<file path="src/rtl/int_controller_pkg.sv">
// Shared types and helpers for the N-channel interrupt controller:
// FSM encoding, priority-mode constants, vector and rotated-rank arithmetic.
package int_ctrl_pkg;

   typedef enum logic [1:0] {
      IDLE   = 2'd0,
      ASSERT = 2'd1,
      VECTOR = 2'd2
   } state_t;

   localparam int PRIO_FIXED  = 0;
   localparam int PRIO_ROTATE = 1;

   // Vector address wraps modulo 2^32.
   function automatic logic [31:0] vec_addr(input logic [31:0] base,
                                             input logic [31:0] stride,
                                             input logic [31:0] idx);
      return base + idx * stride;
   endfunction

   // Position of channel ch in the search order that starts at start (0 = highest).
   function automatic int rot_rank(input int ch, input int start, input int n);
      int r;
      r = ch - start;
      if (r < 0) r = r + n;
      return r;
   endfunction

endpackage

</file>
<file path="src/rtl/int_controller_if.sv">
// Request/acknowledge/vector bundle between peripherals, control unit and the
// interrupt controller; slave is the controller side.
interface int_controller_if #(parameter int N_CHAN = 8);

   logic [N_CHAN-1:0] IRQ;
   logic              MASK_WE;
   logic [N_CHAN-1:0] MASK_IN;
   logic              INTA_IN;
   logic              DATA_RD;
   logic              EOI;
   logic              INTA_OUT;
   logic              INT;
   logic [31:0]       DATA;
   logic [N_CHAN-1:0] PENDING;
   logic [N_CHAN-1:0] IN_SVC;

   modport slave (
      input  IRQ, MASK_WE, MASK_IN, INTA_IN, DATA_RD, EOI,
      output INTA_OUT, INT, DATA, PENDING, IN_SVC
   );

   modport master (
      output IRQ, MASK_WE, MASK_IN, INTA_IN, DATA_RD, EOI,
      input  INTA_OUT, INT, DATA, PENDING, IN_SVC
   );

endinterface

</file>
<file path="src/rtl/int_controller_prio_enc.sv">
// Combinational rotated priority encoder: first set request bit found when
// searching upward from i_start and wrapping from N-1 back to 0.
module int_prio_enc
   import int_ctrl_pkg::*;
#(
   parameter int N  = 8,
   parameter int IW = $clog2(N)
) (
   input  logic [N-1:0]  i_req,
   input  logic [IW-1:0] i_start,
   output logic          o_valid,
   output logic [IW-1:0] o_idx
);

   // Walk the order backwards so the earliest hit in rotated order is written last.
   always_comb begin
      int c;
      o_valid = 1'b0;
      o_idx   = '0;
      for (int k = N - 1; k >= 0; k--) begin
         c = int'(i_start) + k;
         if (c >= N) c = c - N;
         if (i_req[c]) begin
            o_valid = 1'b1;
            o_idx   = IW'(c);
         end
      end
   end

endmodule

</file>
<file path="src/rtl/int_controller.sv">
// N-channel interrupt controller: latches requests, masks and prioritises them,
// raises INT, and returns the granted channel's vector after INTA_IN.
module int_controller
   import int_ctrl_pkg::*;
#(
   parameter int                N_CHAN     = 8,
   parameter logic [N_CHAN-1:0] EDGE_MASK  = {N_CHAN{1'b1}},
   parameter int                PRIO_MODE  = PRIO_FIXED,
   parameter logic [31:0]       VEC_BASE   = 32'h0000_0100,
   parameter logic [31:0]       VEC_STRIDE = 32'h4
) (
   input  logic             CLK,
   input  logic             RST_N,
   int_controller_if.slave  bus
);

   localparam int IW = $clog2(N_CHAN);

   state_t            r_state;
   logic [N_CHAN-1:0] r_irq_q;
   logic [N_CHAN-1:0] r_pend;
   logic [N_CHAN-1:0] r_mask;
   logic [N_CHAN-1:0] r_insvc;
   logic [IW-1:0]     r_ptr;
   logic [31:0]       r_data;

   state_t            w_state_nxt;
   logic [N_CHAN-1:0] w_rise;
   logic [N_CHAN-1:0] w_higher;
   logic [N_CHAN-1:0] w_elig;
   logic [N_CHAN-1:0] w_grant_oh;
   logic [N_CHAN-1:0] w_eoi_oh;
   logic              w_win_vld;
   logic [IW-1:0]     w_win_idx;
   logic              w_svc_vld;
   logic [IW-1:0]     w_svc_idx;
   logic              w_grant;
   logic [IW-1:0]     w_ptr_nxt;

   assign w_rise = bus.IRQ & ~r_irq_q;

   int_prio_enc #(.N(N_CHAN), .IW(IW)) u_grant_enc (
      .i_req   (w_elig),
      .i_start (r_ptr),
      .o_valid (w_win_vld),
      .o_idx   (w_win_idx)
   );

   int_prio_enc #(.N(N_CHAN), .IW(IW)) u_svc_enc (
      .i_req   (r_insvc),
      .i_start (r_ptr),
      .o_valid (w_svc_vld),
      .o_idx   (w_svc_idx)
   );

   // Only channels ranked strictly above the top in-service channel may nest.
   always_comb begin
      w_higher = '1;
      if (w_svc_vld) begin
         for (int ch = 0; ch < N_CHAN; ch++) begin
            w_higher[ch] = rot_rank(ch, int'(r_ptr), N_CHAN) <
                           rot_rank(int'(w_svc_idx), int'(r_ptr), N_CHAN);
         end
      end
   end

   assign w_elig = r_pend & ~r_mask & w_higher;

   always_comb begin
      w_state_nxt = r_state;
      w_grant     = 1'b0;
      case (r_state)
         IDLE: begin
            if (|w_elig) w_state_nxt = ASSERT;
         end
         ASSERT: begin
            if (!w_win_vld) begin
               w_state_nxt = IDLE;
            end else if (bus.INTA_IN) begin
               w_grant     = 1'b1;
               w_state_nxt = VECTOR;
            end
         end
         VECTOR: begin
            if (bus.DATA_RD) w_state_nxt = IDLE;
         end
         default: w_state_nxt = IDLE;
      endcase
   end

   always_comb begin
      w_grant_oh = '0;
      w_eoi_oh   = '0;
      if (w_grant) w_grant_oh[w_win_idx] = 1'b1;
      if (bus.EOI && w_svc_vld) w_eoi_oh[w_svc_idx] = 1'b1;
   end

   assign w_ptr_nxt = (w_win_idx == IW'(N_CHAN - 1)) ? '0 : w_win_idx + IW'(1);

   // EOI retires from the old in-service set before the new grant bit lands.
   always_ff @(posedge CLK or negedge RST_N) begin
      if (!RST_N) begin
         r_state <= IDLE;
         r_irq_q <= '0;
         r_pend  <= '0;
         r_mask  <= '1;
         r_insvc <= '0;
         r_ptr   <= '0;
         r_data  <= '0;
      end else begin
         r_state <= w_state_nxt;
         r_irq_q <= bus.IRQ;
         r_pend  <= (EDGE_MASK & ((r_pend & ~w_grant_oh) | w_rise)) |
                    (~EDGE_MASK & bus.IRQ);
         if (bus.MASK_WE) r_mask <= bus.MASK_IN;
         r_insvc <= (r_insvc & ~w_eoi_oh) | w_grant_oh;
         if (w_grant) begin
            r_data <= vec_addr(VEC_BASE, VEC_STRIDE, 32'(w_win_idx));
            if (PRIO_MODE == PRIO_ROTATE) r_ptr <= w_ptr_nxt;
         end
      end
   end

   assign bus.INT      = (r_state == ASSERT);
   assign bus.INTA_OUT = (r_state != ASSERT) & bus.INTA_IN;
   assign bus.DATA     = r_data;
   assign bus.PENDING  = r_pend;
   assign bus.IN_SVC   = r_insvc;

endmodule

</file>
<file path="src/flat_wrapper.sv">
// flat-port wrapper written by rule: the top's interface ports become plain ports
module int_controller_flat import int_ctrl_pkg::*;
#(
   parameter int                N_CHAN     = 8,
   parameter logic [N_CHAN-1:0] EDGE_MASK  = {N_CHAN{1'b1}},
   parameter int                PRIO_MODE  = PRIO_FIXED,
   parameter logic [31:0]       VEC_BASE   = 32'h0000_0100,
   parameter logic [31:0]       VEC_STRIDE = 32'h4
)
  (CLK, RST_N, bus_IRQ, bus_MASK_WE, bus_MASK_IN, bus_INTA_IN, bus_DATA_RD, bus_EOI, bus_INTA_OUT, bus_INT, bus_DATA, bus_PENDING, bus_IN_SVC);
  int_controller_if #(.N_CHAN(N_CHAN)) bus_i ();
  input  logic CLK;
  input  logic RST_N;
  input wire logic [$bits(bus_i.IRQ)-1:0] bus_IRQ;
  input wire logic [$bits(bus_i.MASK_WE)-1:0] bus_MASK_WE;
  input wire logic [$bits(bus_i.MASK_IN)-1:0] bus_MASK_IN;
  input wire logic [$bits(bus_i.INTA_IN)-1:0] bus_INTA_IN;
  input wire logic [$bits(bus_i.DATA_RD)-1:0] bus_DATA_RD;
  input wire logic [$bits(bus_i.EOI)-1:0] bus_EOI;
  output wire logic [$bits(bus_i.INTA_OUT)-1:0] bus_INTA_OUT;
  output wire logic [$bits(bus_i.INT)-1:0] bus_INT;
  output wire logic [$bits(bus_i.DATA)-1:0] bus_DATA;
  output wire logic [$bits(bus_i.PENDING)-1:0] bus_PENDING;
  output wire logic [$bits(bus_i.IN_SVC)-1:0] bus_IN_SVC;
  assign bus_i.IRQ = bus_IRQ;
  assign bus_i.MASK_WE = bus_MASK_WE;
  assign bus_i.MASK_IN = bus_MASK_IN;
  assign bus_i.INTA_IN = bus_INTA_IN;
  assign bus_i.DATA_RD = bus_DATA_RD;
  assign bus_i.EOI = bus_EOI;
  assign bus_INTA_OUT = bus_i.INTA_OUT;
  assign bus_INT = bus_i.INT;
  assign bus_DATA = bus_i.DATA;
  assign bus_PENDING = bus_i.PENDING;
  assign bus_IN_SVC = bus_i.IN_SVC;
  int_controller #(.N_CHAN(N_CHAN), .EDGE_MASK(EDGE_MASK), .PRIO_MODE(PRIO_MODE), .VEC_BASE(VEC_BASE), .VEC_STRIDE(VEC_STRIDE)) u_core (.CLK(CLK), .RST_N(RST_N), .bus(bus_i));
endmodule
</file>
<file path="config.mk">
export PLATFORM = sky130hd
export DESIGN_NAME = int_controller_flat
export DESIGN_NICKNAME = d
export VERILOG_FILES = /design/src/rtl/int_controller_pkg.sv /design/src/rtl/int_controller_if.sv /design/src/rtl/int_controller_prio_enc.sv /design/src/rtl/int_controller.sv /design/src/flat_wrapper.sv
export SDC_FILE = /design/constraint.sdc
export NUM_CORES = 1
export LEC_CHECK = 0
export CORE_ASPECT_RATIO = 0.7
export CORE_MARGIN = 2
export CORE_UTILIZATION = 50
export DETAILED_ROUTE_END_ITERATION = 6
export DONT_BUFFER_PORTS = 1
export PLACE_DENSITY = 0.66
export SYNTH_ARGS = -nofsm -noshare
export SYNTH_HDL_FRONTEND = slang
export SYNTH_SLANG_ARGS = --single-unit
</file>
<file path="constraint.sdc">
create_clock -name CLK -period 2.5 [get_ports CLK]
set_clock_uncertainty 0.2 [all_clocks]
set_input_delay 0.375 -clock CLK [delete_from_list [all_inputs] [get_ports CLK]]
set_output_delay 0.375 -clock CLK [all_outputs]
set_load 0.005 [all_outputs]
</file>
Yosys cells after proc, flatten, opt, wreduce, memory -nomap -nowiden
Index checks and enable logic that the tools add are counted.
{"block": "classes", "n_addsub": 34, "n_reduce_logical": 6, "shift": 0, "n_mux": 121, "multipliers": 0, "eq_ne": 6, "order_cmp": 37, "bitwise_logic": 12, "div_mod_pow": 0}
{"operator": "two-way mux 32 bit", "n": 26}
{"operator": "adder 32 x 5 -> 32 bit, second input constant", "n": 9}
{"operator": "< comparator 32 x 1 -> 1 bit, second input constant", "n": 9}
{"operator": "< comparator 32 bit", "n": 8}
{"operator": "< comparator 32 x 5 -> 1 bit, second input constant", "n": 8}
{"operator": "two-way mux 1 bit", "n": 53}
{"operator": "binary-select mux 1 bit (select 3 bit)", "n": 16}
{"operator": "two-way mux 3 bit", "n": 16}
{"operator": "AND 8 bit", "n": 5}
{"operator": ">= comparator 32 x 5 -> 1 bit, second input constant", "n": 1}
{"operator": "NOT 8 bit", "n": 4}
{"operator": "subtractor 32 x 5 -> 32 bit, second input constant", "n": 1}
{"operator": "subtractor 4 x 4 -> 5 bit, second input constant", "n": 6}
{"operator": ">= comparator 4 bit, second input constant", "n": 6}
{"operator": "two-way mux 8 bit", "n": 3}
{"operator": "adder 3 x 3 -> 4 bit, second input constant", "n": 4}
{"operator": "bitwise OR 8 bit", "n": 2}
{"operator": "subtractor 3 x 3 -> 4 bit, first input constant", "n": 4}
{"operator": "adder 9 x 5 -> 10 bit, first input constant", "n": 1}
{"operator": "adder 3 x 2 -> 4 bit, second input constant", "n": 2}
{"operator": "< comparator 3 x 4 -> 1 bit, second input constant", "n": 2}
{"operator": "two-way mux 2 bit", "n": 4}
{"operator": "OR reduction 8 bit", "n": 1}
{"operator": "subtractor 1 x 3 -> 4 bit, first input constant", "n": 2}
{"operator": "other kinds (17)", "n": 23}
{"block": "word_totals", "reg_bits": 66, "memories": 0, "latchBits": 0, "ramBits": 0, "output_inout_bits": 50, "romBits": 0}

Logic depth before layout (Yosys ltp)
Gate-level depths: netlist (run 1).
{"block": "logic_depth", "word_depth": 40, "mapped_depth": 7, "ltp_nobuf": 6}

Modules after synthesis
From an unflattened synthesis (run 1), not the netlist that was laid out.
{"block": "unflattened", "cells_unflattened": 348, "hier_area_um2": 3449.6}
{"module": "int_controller", "n_inst": 1, "area_per_inst_um2": 1778.0, "cells_each": 163, "seq_area_each_um2": 960.9}
{"module": "int_prio_enc (u_core.u_svc_enc)", "n_inst": 1, "area_per_inst_um2": 889.6, "cells_each": 95, "seq_area_each_um2": 0.0}
{"module": "int_prio_enc (u_core.u_grant_enc)", "n_inst": 1, "area_per_inst_um2": 782.0, "cells_each": 90, "seq_area_each_um2": 0.0}

Least setup slack after synthesis (run 1)
OpenSTA, ideal clock, no wires.
{"block": "synth_path", "kind": "register -> register", "start": "register u_core.r_insvc[7], in the netlist u_core.bus.IN_SVC[7]", "end": "register u_core.r_data[3], in the netlist u_core.bus.DATA[3]", "path_slack_ns": 0.068, "required_time_ns": 2.175, "synth_period_minus_slack_ns": 2.432, "stages_incl_launch_ff": 7, "arrival_time_ns": 2.107, "path_buffers": 0, "cell_sequence": "dfrtp_1 or2_1 a211o_1 a31oi_4 o211ai_4 o311a_1 mux2_4"}
{"block": "synth_via", "elab_chain_len": 31, "word_cells_on_any_way": 98, "classes_between": "add/sub (3); order compare (9); mux (85); bitwise (1)"}
{"element": "from (decl)", "line": "int_controller.sv:23", "source": "logic [N_CHAN-1:0] r_insvc;"}
{"element": "from (signal assigned)", "line": "int_controller.sv:116", "source": "r_insvc <= (r_insvc & ~w_eoi_oh) | w_grant_oh;"}
{"element": "binary-select mux 1 bit (select 3 bit)", "line": "int_controller_prio_enc.sv:23", "source": "if (i_req[c]) begin"}
{"element": "two-way mux 1 bit (not written as such) (2 in series)", "line": "int_controller_prio_enc.sv:23"}
{"element": "two-way mux 3 bit (8 in series)", "line": "int_controller_prio_enc.sv:23"}
{"element": "subtractor 3 x 3 -> 4 bit", "line": "int_controller_pkg.sv:24", "source": "r = ch - start;"}
{"element": "adder 32 x 5 -> 32 bit / < comparator 32 x 1 -> 1 bit (equally long branches)", "line": "int_controller_pkg.sv:25", "source": "if (r < 0) r = r + n;"}
{"element": "two-way mux 32 bit", "line": "int_controller_pkg.sv:25"}
{"element": "two-way mux 32 bit", "line": "int_controller.sv:59", "source": "if (w_svc_vld) begin"}
{"element": "< comparator 32 bit", "line": "int_controller.sv:61", "source": "w_higher[ch] = rot_rank(ch, int'(r_ptr), N_CHAN) <"}
{"element": "two-way mux 8 bit *", "line": "int_controller.sv:59"}
{"element": "AND 8 bit *", "line": "int_controller.sv:67", "source": "assign w_elig = r_pend & ~r_mask & w_higher;"}
{"element": "parallel branches: the longest is 13 deep, another holds adder 9 x 5 -> 10 bit"}
{"element": "to (signal assigned)", "line": "int_controller.sv:118", "source": "r_data <= vec_addr(VEC_BASE, VEC_STRIDE, 32'(w_win_idx));"}
{"element": "to (decl)", "line": "int_controller.sv:25", "source": "logic [31:0] r_data;"}
Every way passes the cells marked *. The select of a mux whose other input is x is not followed.
A chain may end at the register's enable or synchronous reset.

Worst setup path in the final report (run 1)
{"block": "layout_path", "start": "register u_core.r_insvc[6], in the netlist u_core.bus.IN_SVC[6]", "end": "register u_core.r_data[3], in the netlist u_core.bus.DATA[3]"}
Same word-level chain as after synthesis.

==> impl_summary.md, run 1 <==
STA
The worst slew margin relative to its limit is 63.00%. Across all hold checks on the routed design, the worst slack comes to 0.03076 ns. The worst-case setup margin in the final layout is -0.001746 ns. For the pin with the worst max-slew slack, the measured transition is 0.5513 ns. The final hold violation count is 0. Setup violations remaining at the end of the flow were counted as 1. The post-route minimum period is 2.502 ns.

Based on the critical path, the design can be clocked at up to 399.7 MHz. Setup repair after global routing could not meet its margin everywhere. The final max-slew violation count was 0. Adding up every negative setup slack in the final design gives -0.001746 ns. After layout, the worst path uses 100.1% of the clock period.

Detailed routing
The via count is 1590. The number of DRC markers in iteration 0 is 77. The detailed-route wire length per cell is 16.85 um. The number of vias per cell is 5.483. The remaining number of nets flagged by the antenna check after routing is 0. After detailed routing, the number of remaining DRC violations is 0. The first detailed-routing pass ran for 4 iterations. The final layout contains routed wiring with a total length of 4887 um.

Synth
Sequential cells were found to cover 46.86% of the synthesized design area. Sorting the synthesized cells by area gives the leading types as sky130_fd_sc_hd__dfrtp_1 (37%), sky130_fd_sc_hd__buf_4 (10%), sky130_fd_sc_hd__dfstp_2 (10%). In the synthesized netlist, the number of instances is 195. The dominant cell type by area after synthesis is sky130_fd_sc_hd__dfrtp_1. Dividing the synthesized area by the synthesized cell count gives 10.52 sq um.

The cell area that synthesis handed to floorplanning was 0.002051 sq mm. The proportion of synthesized flip-flops having asynchronous set or reset is 100.0%. The most used flip-flop cell after synthesis is sky130_fd_sc_hd__dfrtp_1.

The post-synthesis register bit count is 38. The number of warnings issued by yosys is 3. Yosys mapped a number of flops with a built-in enable equal to 0. The number of different library cells in the post-synthesis netlist is 47.

The share of synthesized area in the top cell type comes to 36.61%.

Power and ir drop
For this design the total switching power over the nets is 1306 uW. The fraction of power spent switching nets is 41.80%. The cell leakage power is 0.001156 uW. The part of the power in the clock network is 14.1%. IR analysis of the VDD net gives a maximum drop of 646.3 uV.

The power density over the cells is 1257 mW/mm^2. The internal power consumption is 1818 uW. The share of power burned in combinational logic is 54.9%. The power share of the sequential group is 31.0%.

Placement
The number of buffers added on ports is 0. Counting tap cells, the placed design contains a total of 261 instances. Detailed placement finished with a half-perimeter wire length of 3545 um. The final weighted congestion in routability-driven placement is 0.8134.

Setup path
The launch point of the critical path is u_core.bus.IN_SVC[6]. Along the worst path, the maximum fanout reaches 5. Data on the critical path arrives at its endpoint at 2.48 ns. STA puts the critical path data required time at 2.48 ns.

The category of the worst setup path launch point is a register. In this run the critical register-to-register path is launched from u_core.bus.IN_SVC[6]. The kind of end point of the critical path is a register. The critical path start-end classification is reg2reg.

Floorplan
In this run the count of I/O pins placed on the die edge is 72. In this run the vertical extent of the chip is 57.58 um. The region available for standard cell placement spans 0.003923 sq mm.

The area of the die is 0.004638 sq mm. The floorplan step set the die width to 80.55 um. Once the floorplan was initialized, standard cells occupied 52.28% of the core. The floorplan has 19 rows.

Final layout
In the final layout, the share of cells above drive strength 1 is 27.73%. The number of fillers in the final layout is 343. The net count reported at finish is 259. For this run, the share of the core covered by cells in the final layout is 63.35%. Excluding fillers, the count of instances in the completed layout stands at 290. The count of antenna diodes in the layout is 0. From synthesis to final layout, the design area changed by 21.17%.

Min path
The startpoint identified for the worst hold timing path is bus_IRQ[2]. The path class of the tightest hold or removal check is in2reg.

CTS
The clock buffer count from CTS is 5. The clock tree from TritonCTS is done. CTS placed an instance of sky130_fd_sc_hd__clkbuf_8 at the clock tree root.

Clock tree synthesis found a total of 38 sinks. The clock reaches the later pin of the worst-skew pair after 0.29 ns. The maximum level of the CTS H-tree is 2. The maximum buffer depth of the clock tree is 2. The clock-pin slew on the worst setup and hold paths is 0.08 ns.

Global routing
The number of antenna violations at the first check in global routing is 0. After global routing the overflow that remains totals 0. The first-pass GRT wire length is 7686 um.

For this run, the total global-route usage over all layers was measured as 22.16%. The number of global-route vias before repair was 1538. The pin count of the biggest net entering global routing is 39.

Status
The checks that failed: negative setup slack. The flow ran to the end, but the final reports show violations.

Job
Across the run, the number of max-cap violations was 0.
placed cells by master (no fill, tap or decap), drive strengths merged, types with 5 or more instances in the layout:
| master | netlist | layout |
|---|---|---|
| dfstp | 8 | 8 |
| clkbuf | 2 | 6 |
| nand2 | 9 | 9 |
| dfrtp | 30 | 30 |
| o21ai | 14 | 14 |
| mux2 | 10 | 10 |
| inv | 16 | 16 |
| nor2b | 6 | 6 |
| conb | 1 | 28 |
| o22ai | 5 | 5 |
| nand2b | 5 | 5 |
| nor2 | 8 | 8 |
| buf | 29 | 27 |
| dlygate4sd3 | 0 | 12 |
state kept, by name, indices dropped and copies added (netlist names):
| signal | count |
|---|---|
| u_core.r_mask | 8 |
| u_core.r_state | 2 |
| u_core.bus.PENDING | 8 |
| u_core.bus.IN_SVC | 8 |
| u_core.bus.DATA | 4 |
| u_core.r_irq_q | 8 |
repair_timing:
item,in CTS,in global routing
endpoints found under the hold margin,49,0
endpoints found under the setup margin,5,8
hold buffers,13,0
pin swaps,4,5
buffers inserted,4,4
gates resized for setup,10,2
critical path, stage by stage (launching register included):
cell and delay (ns):
sky130_fd_sc_hd__dfrtp_1 0.43, sky130_fd_sc_hd__buf_4 0.17, sky130_fd_sc_hd__nor4_4 0.29, sky130_fd_sc_hd__a21boi_4 0.13
sky130_fd_sc_hd__a31oi_4 0.27, sky130_fd_sc_hd__o211ai_4 0.15, sky130_fd_sc_hd__o311a_4 0.43, sky130_fd_sc_hd__mux2_4 0.30
final cells by class:
cell class | count | area [sq um] | share of cell area (%)
inverters | 16 | 60.06 | 2.417
well taps | 52 | 65.06 | 2.618
clock inverters | 2 | 12.51 | 0.5035
multi-input cells | 137 | 965.9 | 38.87
flip-flops and latches | 38 | 963.4 | 38.77
clock buffers | 6 | 82.58 | 3.323
repair buffers | 39 | 335.3 | 13.49
synth_stat cells (2+ instances only):
library cell               number
sky130_fd_sc_hd__o31ai_1        2
sky130_fd_sc_hd__nor2b_1        6
sky130_fd_sc_hd__dfstp_2        8
sky130_fd_sc_hd__o221ai_1       2
sky130_fd_sc_hd__a21o_1         3
sky130_fd_sc_hd__nand3_1        3
sky130_fd_sc_hd__a211o_1        3
sky130_fd_sc_hd__o21ai_0       14
sky130_fd_sc_hd__a21oi_1        3
sky130_fd_sc_hd__nand2_1        9
sky130_fd_sc_hd__o22ai_1        5
sky130_fd_sc_hd__nand2b_1       5
sky130_fd_sc_hd__buf_4         28
sky130_fd_sc_hd__mux2_2         9
sky130_fd_sc_hd__o211a_1        2
sky130_fd_sc_hd__nand4b_1       2
sky130_fd_sc_hd__a211oi_1       2
sky130_fd_sc_hd__a22o_1         2
sky130_fd_sc_hd__o211ai_1       2
sky130_fd_sc_hd__or2_1          2
sky130_fd_sc_hd__dfrtp_1       30
sky130_fd_sc_hd__or3_1          2
sky130_fd_sc_hd__nor3_1         2
sky130_fd_sc_hd__inv_1         16
sky130_fd_sc_hd__clkbuf_1       2
sky130_fd_sc_hd__o21a_1         3
sky130_fd_sc_hd__nor2_1         8
cells by family (layout without fill, tap and decap cells):
group | Yosys count | count (layout) | synth area share, %
compound gates | 56 | 56 | 21.60
buf+inv | 47 | 63 | 13.79
simple gates | 43 | 43 | 11.90
flops | 38 | 38 | 46.86
mux | 10 | 10 | 5.674
other cells | 1 | 28 | 0.1829
routing by layer:
metal / vias up / global-route usage (%) / part of all wire [%]
li1: 731 / - / -
met1: 772 / 32.20 / 46
met2: 78 / 32.98 / 44
met3: 9 / 6.329 / 8.0
met4: 0 / 5.569 / 1.8
met5: - / 0 / 0
worst paths after layout:
check | endpoint | slack, ns | cells after the start
setup / recovery | u_core.bus.DATA[3] | -0.002 | 7
hold / removal | u_core.bus.PENDING[2] | 0.03 | 1
setup reg to reg | u_core.bus.DATA[3] | -0.002 | 7
hold reg to reg | u_core.bus.PENDING[3] | 0.24 | 1
max in group asynchronous | u_core.r_mask[0] | 1.51 | 2
min in group asynchronous | u_core.r_irq_q[5] | 0.34 | 2
power groups by stage:
stage / combinational, uW / sequential (uW) / clock, uW
after floorplan: 955 / 911 / 0
after global placement: 1350 / 953 / 0
after detailed placement: 1370 / 963 / 0
after CTS: 1570 / 961 / 447
after global routing: 1850 / 988 / 468
final: 1720 / 969 / 439
stage by stage:
stage	setup WS (ns)	total power (uW)	instance area [sq um]
after floorplan	0.06760	1866	2152
after global placement	-0.1485	2302	2130
after detailed placement	-0.09847	2336	2130
after CTS	0.01226	2982	2447
after global routing	-0.06699	3302	2485
final	-0.001746	3124	2485
(Power assumes the default switching activity.)
==> run 2, diff against run 1 <==
BUFFER_PORTS_ARGS = -buffer_cell sky130_fd_sc_hd__buf_4   (was not set)
CORE_UTILIZATION = 45   (was 50)
DONT_BUFFER_PORTS = not set   (was 1)
PLACE_DENSITY = 0.74   (was 0.66)
clock period = 2.25 ns   (was 2.5 ns; I/O delays follow)
==> impl_summary.md, run 2 (same netlist as run 1, synthesis figures left out) <==
Status
The flow ran to the end, but the final reports show violations. The final reports fail on negative setup slack.

Setup path
The worst setup path is of the reg2reg kind. The combined buffer and inverter count along the critical path is 0 (-1). The most critical setup path has its startpoint at u_core.bus.IN_SVC[6]. The cell at the slowest stage of the critical path is sky130_fd_sc_hd__dfrtp_2. The critical path goes through mux2_4 > a221oi_4 > o22ai_2 > a21o_4 > o311a_4 > mux2_4. The required time reported for the critical path endpoint came to 2.23 ns (-0.25 ns).

Broken down by cell family, the worst path's largest delay share belongs to compound AO/OA/AOI/OAI gates. The delay of the slowest cell on the worst path is 0.44 ns (about the same). The startpoint identified for the worst register-to-register timing path is u_core.bus.IN_SVC[6]. The category of the worst setup path launch point is a register. The worst setup path is captured at a register. The most numerous cell type found on the critical path is sky130_fd_sc_hd__mux2_4. The maximum fanout along the worst path is 5 (unchanged). The arrival time at the worst endpoint was 2.41 ns (-0.07 ns).

Power and ir drop
The worst supply voltage drop on vdd was 788.1 uV (+22%). The power share of the sequential group is 24.6% (-6.4 points). The reported net switching power is 1718 uW (+32%). The cell leakage power is 0.001458 uW (+26%). The fraction of power spent switching nets was 40.26% (-1.5 points).

The share of power burned in combinational logic was 63.7% (+8.8 points). The power density over the cells is 1411 mW/mm^2 (+12%). The internal power consumption was 2549 uW (+40%). The part of the power in the clock network was 11.7% (-2.4 points).

Final layout
Relative to the synthesized area, the layout overhead comes to 47.41%. The library cell used most frequently in the layout, excluding fill and tap cells, is sky130_fd_sc_hd__buf_4. The share of post-route cells with drive strength above 1 is 48.11% (+20 points). The net count reported at finish is 312 (+20%). The final non-filler cell total came to 346 (+19%). The top cell types in the final layout, fill and taps aside, are sky130_fd_sc_hd__buf_4 (76), sky130_fd_sc_hd__conb_1 (28), sky130_fd_sc_hd__dfrtp_1 (25). The count of antenna diodes in the layout is 0 (unchanged).

Min path
The critical hold path startpoint is bus_DATA_RD. The worst min-delay path category is in2reg.

CTS
The root cell of the clock tree is sky130_fd_sc_hd__clkbuf_8. The maximum level of the CTS H-tree came to 2 (unchanged). The clock-pin slew on the worst setup and hold paths was 0.08 ns (about the same). The clock tree from TritonCTS is done. The clock buffer count from CTS is 5 (unchanged). The clock net sink count was 38 (unchanged). The insertion delay of the later-clocked pin in the worst-skew pair is 0.30 ns (about the same). The maximum buffer depth of the clock tree is 2 (unchanged).

Detailed routing
The detailed-route wire length per cell is 14.60 um (-13%). The via count is 1767 (+11%). The wire length after detailed routing is 5052 um (+3.4%). The number of DRC markers in iteration 0 is 84 (+9.1%). The number of vias per cell is 5.107 (-6.9%). The final routed DRC violation total is 0 (unchanged). The first-pass detailed-route iteration total came to 4 (unchanged). The remaining number of nets flagged by the antenna check after routing is 0 (unchanged).

Job
The max capacitance violation total is 0 (unchanged).

Floorplan
The core outline area is 0.004354 sq mm (+11%). The die height is 60.48 um (+5.0%). The I/O pin count came to 72 (unchanged).

The cell row count is 20 (+1). The initial core utilization is 47.10% (-5.2 points). The die span in x is 84.69 um (+5.1%). The area of the die is 0.005122 sq mm (+10%).

Global routing
The first-pass GRT wire length is 7879 um (+2.5%). The total routing usage reported by global routing is 20.39% (-1.8 points). The number of antenna violations at the first check in global routing is 0 (unchanged). The overflow left after global routing was 0 (unchanged).

The pin count of the biggest net entering global routing is 39 (unchanged). The number of global-route vias before repair is 1635 (+6.3%).

STA
The final max-slew violation count is 0 (unchanged). The worst hold-check slack came to 0.02702 ns (-0.003741 ns). The final hold violation count is 0 (unchanged). The share of the clock period used by the worst path after layout was 108.0% (+7.9 points). The highest clock rate is 411.5 MHz (+3.0%). Setup repair after global routing could not meet its margin everywhere.

The post-route minimum period is 2.430 ns (-0.07184 ns). The final setup violation count is 14 (+13). The worst-case setup margin in the final layout was -0.1799 ns (-0.1782 ns). The post-route setup TNS was -1.135 ns (-1.133 ns).

Placement
The estimated wirelength of the detail-placed design is 3707 um (+4.6%). The final weighted congestion in routability-driven placement came to 0.9043 (+11%). The number of placed cells counting well taps is 319 (+22%). The number of buffers added on ports came to 43 (+43).
## run 2: changes by cell type in the layout (fill, tap and decap cells not counted), moves of 2 or more
cell and change:
sky130_fd_sc_hd__buf_4 +50, sky130_fd_sc_hd__buf_6 +7, sky130_fd_sc_hd__o21ai_0 -6, sky130_fd_sc_hd__o21ai_2 +4, sky130_fd_sc_hd__dfrtp_1 -3, sky130_fd_sc_hd__dfrtp_2 +3
sky130_fd_sc_hd__dlygate4sd3_1 -3, sky130_fd_sc_hd__o21ai_1 +2, sky130_fd_sc_hd__o22ai_1 -2, sky130_fd_sc_hd__o22ai_2 +2
## run 2: layout make-up
type | count | area, sq um
inverters | 16 | 60.06
clock inverters | 2 | 12.51
repair buffers | 92 | 739.5
flip-flops and latches | 38 | 967.2
multi-input cells | 137 | 1092
well taps | 55 | 68.82
fillers | 333 | 1331
clock buffers | 6 | 82.58
## run 2: timing repair
item	4_1_cts	5_1_grt
hold buffers	9	0
pin swaps	9	9
gates resized for setup	27	22
setup buffers	6	5
endpoints found under the hold margin	38	0
gates cloned	0	0
endpoints found under the setup margin	20	21
## run 2: path summary, 6_finish.rpt
path                                         endpoint  slack [ns]  depth (start not counted)
worst min-delay path                u_core.r_state[1]        0.03                          2
worst min register to register  u_core.bus.PENDING[3]        0.21                          1
min in group asynchronous           u_core.r_irq_q[3]        0.35                          2
worst max register to register     u_core.bus.DATA[3]       -0.18                          6
worst max-delay path               u_core.bus.DATA[3]       -0.18                          6
max in group asynchronous        u_core.bus.IN_SVC[7]        1.15                          2
## run 2: power groups by stage
stage / Sequential [uW] / Clock, uW / Combinational (uW)
4_1_cts: 1040 / 511 / 2410
3_3_place_gp: 1040 / 0 / 1980
3_5_place_dp: 1040 / 0 / 1990
2_1_floorplan: 1010 / 0 / 1060
5_1_grt: 1070 / 539 / 2920
6_report: 1050 / 499 / 2720
## run 2: worst reg2reg max path: stages, from the launching register on
cell and delay, ns:
sky130_fd_sc_hd__dfrtp_2 0.44, sky130_fd_sc_hd__mux2_4 0.32, sky130_fd_sc_hd__a221oi_4 0.35, sky130_fd_sc_hd__o22ai_2 0.13, sky130_fd_sc_hd__a21o_4 0.23, sky130_fd_sc_hd__o311a_4 0.34
sky130_fd_sc_hd__mux2_4 0.30
## run 2: metal layers
metal,part of all wire [%],up-vias,GRT usage (%)
met5,0,-,0
met4,1.2,0,7.029
met3,6.2,7,5.442
met2,44,56,29.36
met1,49,868,30.04
li1,-,836,-
## run 2: through the flow
stage               util (%)  power (uW)  cell area, sq um  setup slack [ns]
floorplan                  -        2072              2152           -0.1064
finish                 69.43        4266              3023           -0.1799
global route           69.43        4531              3023           -0.2186
detailed placement     58.48        3030              2546           -0.3738
global placement       58.48        3020              2546           -0.4059
CTS                    66.41        3964              2892           -0.1800
==> run 3, diff against run 2 <==
--- a/constraint.sdc
+++ b/constraint.sdc
@@ -4,2 +4,2 @@
 set_output_delay 0.3375 -clock CLK [all_outputs]
-set_load 0.005 [all_outputs]
+set_load 0.05 [all_outputs]
==> impl_summary.md, run 3 (same netlist as run 1, synthesis figures left out) <==
Placement
The estimated wirelength of the detail-placed design is 3649 um (-1.6%). The number of buffers added on ports is 43 (unchanged). The final weighted congestion in routability-driven placement came to 0.9053 (+0.11%). The setup slack after placement is -0.2410 ns (+0.1328 ns).

Detailed routing
The detailed-route wire length per cell is 14.63 um (+0.20%). The final routed DRC violation total is 0 (unchanged). The met3 routed wirelength was 311 um (-0.32%).

The via count was 1734 (-1.9%). The highest metal layer with signal wires is met4. The wire length after detailed routing is 5018 um (-0.67%).

The remaining number of nets flagged by the antenna check after routing is 0 (unchanged). The detailed-routing wirelength on met1 is 2434 um (-1.8%). The first-pass detailed-route iteration total was 4 (unchanged).

The number of vias per cell is 5.055 (-1.0%). The number of DRC markers in iteration 0 is 138 (+64%). The detailed-routed wire length on met2 is 2260 um (+2.8%).

CTS
The insertion delay of the later-clocked pin in the worst-skew pair is 0.28 ns (-0.02 ns). The maximum buffer depth of the clock tree was 2 (unchanged). CTS placed an instance of sky130_fd_sc_hd__clkbuf_8 at the clock tree root. The clock net sink count is 38 (unchanged). The clock buffer count from CTS is 5 (unchanged). The clock-pin slew on the worst setup and hold paths was 0.07 ns (about the same). The clock tree from TritonCTS is done. The maximum level of the CTS H-tree is 2 (unchanged).

Power and ir drop
The worst supply voltage drop on vdd came to 1079 uV (+37%). The cell leakage power came to 0.001410 uW (-3.3%). The post-route total power is 4626 uW (+8.4%). The power density over the cells is 1567 mW/mm^2 (+11%).

Global routing
The pin count of the biggest net entering global routing came to 39 (unchanged). The total routing usage reported by global routing is 20.62% (+0.23 points). The number of global-route vias before repair was 1711 (+4.6%).

The first-pass GRT wire length is 8183 um (+3.9%). The overflow left after global routing is 0 (unchanged). The number of antenna violations at the first check in global routing is 0 (unchanged).

Status
The run finished, with violations left. The checks that failed: negative setup slack.

Floorplan
The initial core utilization came to 47.10% (unchanged). The core outline area came to 0.004354 sq mm (unchanged). The area of the die is 0.005122 sq mm (unchanged). The I/O pin count came to 72 (unchanged). The die span in x is 84.69 um (unchanged). The cell row count came to 20 (unchanged). The die height is 60.48 um (unchanged).

Setup path
The required time reported for the critical path endpoint is 2.22 ns (about the same). The maximum fanout along the worst path is 5 (unchanged). The critical path start-end classification is reg2reg. The kind of end point of the critical path is a register. The arrival time at the worst endpoint was 2.42 ns (about the same).

The category of the worst setup path launch point is a register.

Final layout
The post-route core utilization came to 67.79% (-1.6 points). In the layout the commonest cells are sky130_fd_sc_hd__buf_4 (79), sky130_fd_sc_hd__conb_1 (28), sky130_fd_sc_hd__dfrtp_1 (24). The library cell used most frequently in the layout, excluding fill and tap cells, is sky130_fd_sc_hd__buf_4. The area growth from synthesis to layout is 43.93%. The share of post-route cells with drive strength above 1 is 46.53% (-1.6 points).

The net count reported at finish is 309 (-0.96%). The count of antenna diodes in the layout is 0 (unchanged).

STA
The final hold violation count is 0 (unchanged). The share of the clock period used by the worst path after layout came to 108.9% (+0.94 points). Setup repair after global routing could not meet its margin everywhere. For the pin with the worst max-slew slack, the measured transition is 0.5930 ns. The post-route minimum period was 2.451 ns (+0.02123 ns). The worst slew margin relative to its limit is 60.20%.

The final setup violation count is 20 (+6). The worst-case setup margin in the final layout is -0.2011 ns (-0.02123 ns). The highest clock rate is 408.0 MHz (-0.87%).

The final max-slew violation count was 0 (unchanged).

Job
The max capacitance violation total is 0 (unchanged).

Min path
The worst min-delay path category is in2reg.
## run 3: changes by cell type in the layout (fill, tap and decap cells not counted), sizes merged
cell,change
clkbuf,+2
buf,-3
clkinv,-1
clkinvlp,-1
## run 3: metrics by stage
step	setup TNS [ns]	instances	hold WS, ns	area (sq um)
global route	-3.430	343	0.04903	2952
detailed placement	-1.813	321	0.1294	2596
global placement	-1.410	321	0.1226	2596
floorplan	-1.315	222	-0.1581	2193
finish	-1.363	343	0.03569	2952
CTS	-1.552	341	0.03065	2905
## run 3: report_power, final
| group | internal [uW] | leakage, uW | switching, uW |
|---|---|---|---|
| registers | 860 | 0.000418 | 178 |
| logic | 1320 | 0.000947 | 1790 |
| clock network | 250 | 0.0000455 | 227 |
| total | 2430 | 0.00141 | 2200 |
## run 3: area by class of cell
| class | count | area, sq um |
|---|---|---|
| multi-input cells | 137 | 1070 |
| repair buffers | 89 | 694.4 |
| fillers | 342 | 1403 |
| flip-flops and latches | 38 | 968.4 |
| inverters | 16 | 60.06 |
| well taps | 55 | 68.82 |
| clock buffers | 8 | 90.09 |
## run 3: worst paths after layout
path | startpoint | to | slack [ns] | depth (start not counted)
setup / recovery | u_core.bus.IN_SVC[6] | u_core.bus.DATA[3] | -0.20 | 7
hold / removal | bus_DATA_RD | u_core.r_state[1] | 0.04 | 2
setup reg to reg | u_core.bus.IN_SVC[6] | u_core.bus.DATA[3] | -0.20 | 7
hold reg to reg | u_core.r_irq_q[5] | u_core.bus.PENDING[5] | 0.23 | 1
max in group asynchronous | RST_N | u_core.r_mask[2] | 1.15 | 2
min in group asynchronous | RST_N | u_core.r_irq_q[3] | 0.36 | 2
## run 3: metal layers
metal  vias to the layer above  track usage [%]
met5                         -                0
met4                         0            4.762
met3                         2            4.490
met2                        60            31.95
met1                       840            30.19
li1                        832                -
## run 3: repair_timing
item                       in CTS  in global routing
hold buffers                    9                  0
pin swaps                      12                  3
setup endpoints to repair      22                 22
setup buffers                   3                  2
hold endpoints to repair       38                  0
resized for setup              26                  6
## run 3: worst max-delay path: stages, from the launching register on
cell	delay (ns)
sky130_fd_sc_hd__dfrtp_2	0.44
sky130_fd_sc_hd__buf_4	0.15
sky130_fd_sc_hd__nor4_4	0.34
sky130_fd_sc_hd__a21boi_4	0.13
sky130_fd_sc_hd__buf_4	0.16
sky130_fd_sc_hd__a21o_1	0.20
sky130_fd_sc_hd__o311a_4	0.42
sky130_fd_sc_hd__mux2_4	0.30
